$ cat config.mk
export PLATFORM = sky130hd
export DESIGN_NAME = serial_subtractor
export DESIGN_NICKNAME = d
export VERILOG_FILES = /design/src/rtl/serial_subtractor_pkg.sv /design/src/rtl/serial_subtractor_full_subtractor.sv /design/src/rtl/serial_subtractor.sv
export SDC_FILE = /design/constraint.sdc
export NUM_CORES = 1
export LEC_CHECK = 0
export BUFFER_PORTS_ARGS = -buffer_cell sky130_fd_sc_hd__buf_2
export CORE_ASPECT_RATIO = 0.8
export CORE_UTILIZATION = 35
export CTS_BUF_LIST = sky130_fd_sc_hd__clkbuf_4
export CTS_CLUSTER_DIAMETER = 120
export CTS_CLUSTER_SIZE = 20
export DETAILED_ROUTE_END_ITERATION = 8
export PLACE_DENSITY = 0.52
export SLEW_MARGIN = 10
export SYNTH_ARGS = -nofsm -noshare
export SYNTH_HDL_FRONTEND = slang
export SYNTH_SLANG_ARGS = --single-unit
$ cat constraint.sdc
create_clock -name clk -period 1.5 [get_ports clk]
set_input_delay 0.075 -clock clk [delete_from_list [all_inputs] [get_ports clk]]
set_output_delay 0.075 -clock clk [all_outputs]
set_load 0.01 [all_outputs]
$ cat src/rtl/serial_subtractor_pkg.sv
// -----------------------------------------------------------------------------
// serial_subtractor_pkg
// Purpose : Shared type definitions for the bit-serial subtractor slice.
// Contents: state_t - 2-bit FSM state type. The encodings themselves are
//           localparams inside serial_subtractor.
// -----------------------------------------------------------------------------
package serial_subtractor_pkg;

   typedef logic [1:0] state_t;

endpackage

$ cat src/rtl/serial_subtractor_full_subtractor.sv
// -----------------------------------------------------------------------------
// full_subtractor
// Purpose : Gate-level one-bit full subtractor cell (x - y - bin).
// Ports   : a    - minuend bit
//           b    - subtrahend bit
//           bin  - borrow in
//           diff - difference bit  = a ^ b ^ bin
//           bout - borrow out      = (~a & b) | (~(a ^ b) & bin)
// -----------------------------------------------------------------------------
module full_subtractor (
   input  wire a,
   input  wire b,
   input  wire bin,
   output wire diff,
   output wire bout
);

   wire w_axb;
   wire w_na;
   wire w_nxab;
   wire w_t1;
   wire w_t2;

   xor g_x1 (w_axb, a, b);
   xor g_x2 (diff, w_axb, bin);

   // Borrow is generated when a=0,b=1, or propagated when a==b and bin=1.
   not g_n1 (w_na, a);
   and g_a1 (w_t1, w_na, b);
   not g_n2 (w_nxab, w_axb);
   and g_a2 (w_t2, w_nxab, bin);
   or  g_o1 (bout, w_t1, w_t2);

endmodule

$ cat src/rtl/serial_subtractor.sv
// -----------------------------------------------------------------------------
// serial_subtractor
// Purpose : Bit-serial, LSB-first subtractor computing diff = a - b over WIDTH
//           clock cycles with one full-subtractor cell and a borrow flop.
// Ports   : clk        - rising-edge clock
//           rst_n      - synchronous active-low reset
//           start      - request, sampled only while ready=1
//           a, b       - minuend / subtrahend, captured on an accepted start
//           ready      - block can accept start (IDLE or DONE)
//           busy       - subtraction in progress (RUN)
//           done       - one-cycle pulse, diff/borrow_out valid
//           diff       - a - b modulo 2^WIDTH (held until next done or reset)
//           borrow_out - final borrow, 1 when a < b unsigned
// -----------------------------------------------------------------------------
module serial_subtractor
   import serial_subtractor_pkg::*;
#(
   parameter  int WIDTH = 8,
   localparam int CNT_W = $clog2(WIDTH + 1)
) (
   input  logic             clk,
   input  logic             rst_n,
   input  logic             start,
   input  logic [WIDTH-1:0] a,
   input  logic [WIDTH-1:0] b,
   output logic             ready,
   output logic             busy,
   output logic             done,
   output logic [WIDTH-1:0] diff,
   output logic             borrow_out
);

   localparam state_t ST_IDLE = 2'd0;
   localparam state_t ST_RUN  = 2'd1;
   localparam state_t ST_DONE = 2'd2;

   localparam logic [CNT_W-1:0] CNT_LAST = CNT_W'(WIDTH - 1);

   state_t             r_state;
   state_t             w_next_state;
   logic [WIDTH-1:0]   r_sa;
   logic [WIDTH-1:0]   r_sb;
   logic [WIDTH-1:0]   r_res;
   logic [CNT_W-1:0]   r_cnt;
   logic               r_borrow;
   logic [WIDTH-1:0]   r_diff;
   logic               r_borrow_out;
   logic               r_ready;
   logic               r_busy;
   logic               r_done;

   logic               w_accept;
   logic               w_last;
   logic               w_d;
   logic               w_bout;
   logic [WIDTH-1:0]   w_res_next;
   logic               w_ready_nxt;
   logic               w_busy_nxt;
   logic               w_done_nxt;

   // Start is honoured only in the states where ready is advertised.
   assign w_accept   = start && (r_state != ST_RUN);
   assign w_last     = (r_state == ST_RUN) && (r_cnt == CNT_LAST);
   // The new difference bit enters from the top, so after WIDTH shifts the
   // LSB computed first sits at bit 0.
   assign w_res_next = {w_d, r_res[WIDTH-1:1]};

   full_subtractor u_cell (
      .a    (r_sa[0]),
      .b    (r_sb[0]),
      .bin  (r_borrow),
      .diff (w_d),
      .bout (w_bout)
   );

   // FSM state register.
   always_ff @(posedge clk) begin
      if (!rst_n) begin
         r_state <= ST_IDLE;
      end else begin
         r_state <= w_next_state;
      end
   end

   // FSM next-state logic.
   always_comb begin
      w_next_state = r_state;
      case (r_state)
         ST_IDLE: begin
            if (start) w_next_state = ST_RUN;
            else       w_next_state = ST_IDLE;
         end
         ST_RUN: begin
            if (r_cnt == CNT_LAST) w_next_state = ST_DONE;
            else                   w_next_state = ST_RUN;
         end
         ST_DONE: begin
            if (start) w_next_state = ST_RUN;
            else       w_next_state = ST_IDLE;
         end
         default: w_next_state = ST_IDLE;
      endcase
   end

   // FSM output decode; evaluated on the next state so the flags are registered.
   always_comb begin
      w_ready_nxt = 1'b1;
      w_busy_nxt  = 1'b0;
      w_done_nxt  = 1'b0;
      case (w_next_state)
         ST_IDLE: begin
            w_ready_nxt = 1'b1;
            w_busy_nxt  = 1'b0;
            w_done_nxt  = 1'b0;
         end
         ST_RUN: begin
            w_ready_nxt = 1'b0;
            w_busy_nxt  = 1'b1;
            w_done_nxt  = 1'b0;
         end
         ST_DONE: begin
            w_ready_nxt = 1'b1;
            w_busy_nxt  = 1'b0;
            w_done_nxt  = 1'b1;
         end
         default: begin
            w_ready_nxt = 1'b1;
            w_busy_nxt  = 1'b0;
            w_done_nxt  = 1'b0;
         end
      endcase
   end

   // Status flag registers.
   always_ff @(posedge clk) begin
      if (!rst_n) begin
         r_ready <= 1'b1;
         r_busy  <= 1'b0;
         r_done  <= 1'b0;
      end else begin
         r_ready <= w_ready_nxt;
         r_busy  <= w_busy_nxt;
         r_done  <= w_done_nxt;
      end
   end

   // Operand capture, serial shifting and result publication.
   always_ff @(posedge clk) begin
      if (!rst_n) begin
         r_sa         <= '0;
         r_sb         <= '0;
         r_res        <= '0;
         r_cnt        <= '0;
         r_borrow     <= 1'b0;
         r_diff       <= '0;
         r_borrow_out <= 1'b0;
      end else if (w_accept) begin
         r_sa     <= a;
         r_sb     <= b;
         r_borrow <= 1'b0;
         r_cnt    <= '0;
      end else if (r_state == ST_RUN) begin
         r_sa     <= {1'b0, r_sa[WIDTH-1:1]};
         r_sb     <= {1'b0, r_sb[WIDTH-1:1]};
         r_res    <= w_res_next;
         r_borrow <= w_bout;
         r_cnt    <= r_cnt + CNT_W'(1);
         // diff is a separate register so it stays stable during RUN.
         if (w_last) begin
            r_diff       <= w_res_next;
            r_borrow_out <= w_bout;
         end
      end
   end

   assign ready      = r_ready;
   assign busy       = r_busy;
   assign done       = r_done;
   assign diff       = r_diff;
   assign borrow_out = r_borrow_out;

endmodule
; Yosys cells after proc, flatten, opt, wreduce, memory -nomap -nowiden
; Index checks and enable logic that the tools add are counted.
[word_totals]
regBits = 43
out_inout_bits = 12
[op_classes]
n_addsub = 1
eq_ne = 6
muxes = 10
bitwise_logic = 9
reduce_logical = 8
[op_table]
columns = operator, count
row1 = $mux 8, 4
row2 = $add 4x1->4 const B, 1
row3 = $eq 2x1->1 const B, 2
row4 = $eq 2x2->1 const B, 2
row5 = $eq 4x3->1 const B, 1
row6 = $mux 1, 4
row7 = $not 1->1, 4
row8 = $pmux 2 s2, 1
row9 = $reduce_or 2->1, 2
row10 = $reduce_and 3->1, 1
row11 = $and 1x1->1, 2
row12 = $logic_and 1x1->1, 2
row13 = $logic_not 2->1, 1
row14 = $mux 2, 1
row15 = $ne 2x1->1 const B, 1
row16 = $reduce_and 2->1, 1
row17 = $reduce_bool 2->1, 1
row18 = $xor 1x1->1, 2
row19 = $or 1x1->1, 1

; Longest topological paths before layout
[logic_depth]
ltp_word = 5
depth_mapped = 5

; Cells and area by module
; A second synthesis with hierarchy kept.
[unflattened]
hier_cells = 184
hier_area_um2 = 1716.6
[by_module_without_submodules]
columns = mod, instances, cells_per_inst, area_per_inst_um2
row1 = serial_subtractor, 1, 180, 1685.4
row2 = full_subtractor, 1, 4, 31.3

; Least setup slack after synthesis
; OpenSTA, ideal clock, no wires.
[synth_timing]
kind = reg-to-reg
start = register r_cnt[0]
end = register r_borrow_out, in the netlist borrow_out
arrival_time_ps = 1191
required_time_ps = 1421
slack_ps = 230
stages_incl_launch_ff = 6
n_path_buf = 1
period_less_slack_ps = 1270
path_cell_list = dfxtp_1 > ha_1 > and3b_1 > and2_4 > buf_6 > a211oi_2
[synth_via]
elab_chain_len = 3
[synth_rtl]
columns = element, line_no
row1 = start: declaration, serial_subtractor.sv:44  ; logic [CNT_W-1:0] r_cnt;
row2 = start signal: assignment, serial_subtractor.sv:167  ; r_cnt <= r_cnt + CNT_W'(1);
row3 = $eq 4x3->1, serial_subtractor.sv:63  ; assign w_last = (r_state == ST_RUN) && (r_cnt == CNT_LAST);
row4 = $logic_and 1x1->1, serial_subtractor.sv:63
row5 = $reduce_and 3->1 (no source line), n/a
row6 = end signal: assignment, serial_subtractor.sv:171  ; r_borrow_out <= w_bout;
row7 = end: declaration, serial_subtractor.sv:47  ; logic r_borrow_out;
; Every way passes these cells.
; A chain may end at the register's enable or synchronous reset.

; Final worst setup path
[layout_timing]
start = register r_cnt[0]
end = register r_diff[2], in the netlist diff[2]
[layout_via]
elab_chain_len = 3
[layout_rtl]
columns = element, line_no
row1 = $eq 4x3->1, serial_subtractor.sv:63
row2 = $logic_and 1x1->1, serial_subtractor.sv:63
row3 = $reduce_and 3->1 (no source line), n/a
row4 = end signal: assignment, serial_subtractor.sv:170  ; r_diff <= w_res_next;
row5 = end: declaration, serial_subtractor.sv:46  ; logic [WIDTH-1:0] r_diff;
; Every way passes these cells.

==> flow_summary_export.csv <==
group,metric,value,unit
timing,final.setup_skew,9.00,ps
clock_network,cts_inserted_buffers,5,
logic_synthesis,synthSimpleGateAreaFrac,16.6,%
placement,port_buffers,30,
global_route,antenna_violations_before_repair,0,
clock_network,clkSlewWorstSetupHoldPaths,130,ps
power,net_switching_fraction_of_the_power,26.5,%
worst_setup_path,worstPathRequired,1790,ps
floorplan,placement_rows,22,
detailed_routing,drt_drc_violations_left,0,
logic_synthesis,synth_top_cell_by_area,"sky130_fd_sc_hd__dfxtp_1",
worst_setup_path,critPathMaxFanout,6,
detailed_routing,route.detailed.vias_per_inst,4.85,
floorplan,fp.dieW,80.3,um
clock_network,clock-root-buffer,"sky130_fd_sc_hd__clkbuf_4",
placement,dpl.hpwl,2.38,mm
detailed_routing,num_vias,1347,
logic_synthesis,synth_commonest_cells,"42 x sky130_fd_sc_hd__dfxtp_1, 34 x sky130_fd_sc_hd__nand2_1, 23 x sky130_fd_sc_hd__mux2i_1",
logic_synthesis,synth_warnings,0,
clock_network,clock_latency,360,ps
power,combinational_fraction_of_design_power,12.8,%
worst_setup_path,startpoint_type,"flop",
logic_synthesis,synthesis.area,0.00172,mm^2
power,clkPwrFrac,27.9,%
worst_setup_path,setup.worst_path.end_class,"flop",
detailed_routing,ant_nets,0,
logic_synthesis,yosys-mux-area-fraction,14.3,%
floorplan,die_height,64.7,um
logic_synthesis,post_synth_fa_ha_maj_area_fraction,1.89,%
power,p_per_area,995,mW/mm^2
logic_synthesis,synth-compound-area-share,12.5,%
placement,finalWeightedCongestion,0.701,
final_layout,number_of_standard_cells_in_the_final_layout_excluding_fillers,278,
global_route,overflow,0,
timing,finalHoldViolations,0,
power,power.leakage,0.859,nW
logic_synthesis,synth_edf_count,0,
power,switching_power,0.000534,W
logic_synthesis,yosys.cell_count.top_type,"sky130_fd_sc_hd__dfxtp_1",
final_layout,final_cell_area,0.00203,mm^2
final_layout,flow.area_growth_from_synthesis,17.9,%
global_route,grt_first_pass_wirelength,5.95,mm
detailed_routing,detail_route.first_pass.iterations,4,
timing,finalCriticalPeriod,1400,ps
detailed_routing,drt_iter0_drc,72,
timing,report.final.slew_viol_count,0,
logic_synthesis,net_count_synth,205,
timing,tightest_slew,371,ps
floorplan,design.die.area,0.00519,mm^2
timing,timing.hold.ws,52.8,ps
timing,fin_setup_tns,0,ps
global_route,maximum_number_of_pins_on_one_net_before_global_route_repair,26,
final_layout,antennaDiodeCount,0,
power,vdd_drop_max,0.500,mV
logic_synthesis,largest_family_of_logic_cells_by_synthesized_area,"simple AND/OR/NAND/NOR gates",
timing,maxSlewHeadroom,75.3,%
logic_synthesis,synth_seq_area_share,48.9,%
placement,place_inst,267,
logic_synthesis,synth.ff_latch_count,42,
logic_synthesis,async_reset_ff_share,0,%
final_layout,layout-drive-gt1-share,23.4,%
floorplan,ios,31,
detailed_routing,routedWlPerCell,12.6,um
hold_path,hold_path_class,"input port to flop",
timing,period_share,93.1,%
worst_setup_path,cp-startpoint,"r_cnt[0]",
clock_network,htree_num_levels,2,
final_layout,design.final.nets,238,
global_route,grt.total_usage,15.3,%
worst_setup_path,criticalPathCategory,"flop to flop",
worst_setup_path,r2r_start,"r_cnt[0]",
clock_network,clk_path_buf_depth,2,
global_route,number_of_global_route_vias_before_repair,1313,
floorplan,floorplan.initialDensity,36.9,%
floorplan,coreArea,0.00465,mm^2
logic_synthesis,syn_inst_count,184,
timing,setup_viol,0,
logic_synthesis,synth_flop_cell,"sky130_fd_sc_hd__dfxtp_1",
power,pwr-share-seq,59.4,%
power,internal_power,0.00148,W
timing,timing.fmax,716,MHz
placement,placement.cell_area,0.00194,mm^2
status,status,"completed",
detailed_routing,wl,3.50,mm
timing,grt_setup_unrepaired,"false",
hold_path,worst_hold_startpoint,"a[1]",
clock_network,cts_post_setup_buffers_inserted,0,
final_layout,fillCellCount,482,
logic_synthesis,post_synth_num_cell_types,29,
logic_synthesis,netlist_top_cells_area,"sky130_fd_sc_hd__dfxtp_1 49%, sky130_fd_sc_hd__mux2i_1 13%, sky130_fd_sc_hd__nand2_1 7.4%",
worst_setup_path,critical_path_arrival,1690,ps
clock_network,clkSinkCount,42,
logic_synthesis,synthXorXnorAreaFrac,0,%
logic_synthesis,postSynthAreaPerCell,9.34,um^2
run,drv.max_cap_violation_count,0,
clock_network,cts_tree,"built",
logic_synthesis,yosysTopAreaCellShare,48.9,%
==> worst paths after layout <==
path | cells past startpoint | slack (ps) | end
worst max register to register | 4 | 100 | diff[2]
worst min-delay path | 3 | 50 | r_sa[1]
worst max-delay path | 4 | 100 | diff[2]
worst min register to register | 2 | 460 | diff[1]
==> timing repair <==
action / in CTS / in global routing
setup endpoints to repair: 0 / 2
endpoints found under the hold margin: 2 / 0
hold buffers: 2 / 0
resized for setup: 0 / 0
==> logic make-up (layout without fill, tap and decap cells) <==
| logic type | count (synthesis) | in the layout |
|---|---|---|
| AND/OR/NAND/NOR | 66 | 67 |
| flip-flops | 42 | 42 |
| AO/OA/AOI/OAI | 31 | 31 |
| multiplexers | 24 | 24 |
| buffers and inverters | 19 | 52 |
| adder cells (fa/ha/maj) | 2 | 2 |
==> power groups by stage <==
stage | Clock [W] | Combinational (W) | Sequential, W
after detailed placement | 0 | 0.000254 | 0.00122
after global placement | 0 | 0.000246 | 0.00122
final | 0.000562 | 0.000257 | 0.00120
after global routing | 0.000634 | 0.000284 | 0.00120
after CTS | 0.000579 | 0.000259 | 0.00120
after floorplan | 0 | 0.000172 | 0.00122
==> cell usage in the layout (no fill, tap or decap), types with 3 or more instances in the layout <==
| cell type | count |
|---|---|
| sky130_fd_sc_hd__a211oi_1 | 13 |
| sky130_fd_sc_hd__nand2_1 | 34 |
| sky130_fd_sc_hd__buf_4 | 6 |
| sky130_fd_sc_hd__inv_1 | 3 |
| sky130_fd_sc_hd__nor2_1 | 16 |
| sky130_fd_sc_hd__a21oi_1 | 11 |
| sky130_fd_sc_hd__mux2i_1 | 23 |
| sky130_fd_sc_hd__dfxtp_1 | 42 |
| sky130_fd_sc_hd__nand3_1 | 5 |
| sky130_fd_sc_hd__buf_2 | 30 |
| sky130_fd_sc_hd__clkbuf_4 | 6 |
==> per-layer routing <==
metal  global-route usage (%)  routed length, um  share of wire, %  vias up
met5                        0                  0                 0        -
li1                         -                  -                 -      692
met1                     18.6               1720                49      626
met4                     8.04                 74               2.1        0
met3                     4.23                122               3.5        8
met2                     24.5               1590                45       21
==> flip-flops by register name (all words and copies together), names as in the netlist <==
register    flops
borrow_out      1
r_cnt           4
r_sb            8
diff            8
done            1
r_borrow        1
ready           1
r_state         2
r_res           7
busy            1
r_sa            8
==> worst max-delay path, cell delays in order (launching register included) <==
cell and delay, ps:
sky130_fd_sc_hd__dfxtp_1 390, sky130_fd_sc_hd__ha_1 200, sky130_fd_sc_hd__and3b_1 270, sky130_fd_sc_hd__and2_2 270, sky130_fd_sc_hd__mux2i_1 200
==> through the flow <==
step	setup WS, ps	util (%)	power (W)
floorplan	230	-	0.00139
global placement	212	41.8	0.00146
detailed placement	134	41.8	0.00148
CTS	107	43.4	0.00204
global route	16.4	43.5	0.00212
finish	104	43.5	0.00202
==> final cells by class <==
class / count / area (um^2) / share of cell area, %
Sequential cell: 42 / 841 / 41.5
Multi-Input combinational cell: 124 / 786 / 38.8
Timing Repair Buffer: 40 / 255 / 12.6
Tap cell: 60 / 75.1 / 3.71
Clock buffer: 6 / 45.0 / 2.22
Inverter: 4 / 15.0 / 0.741
Clock inverter: 2 / 8.76 / 0.432
Note: power is estimated with default switching activity, not from simulation.
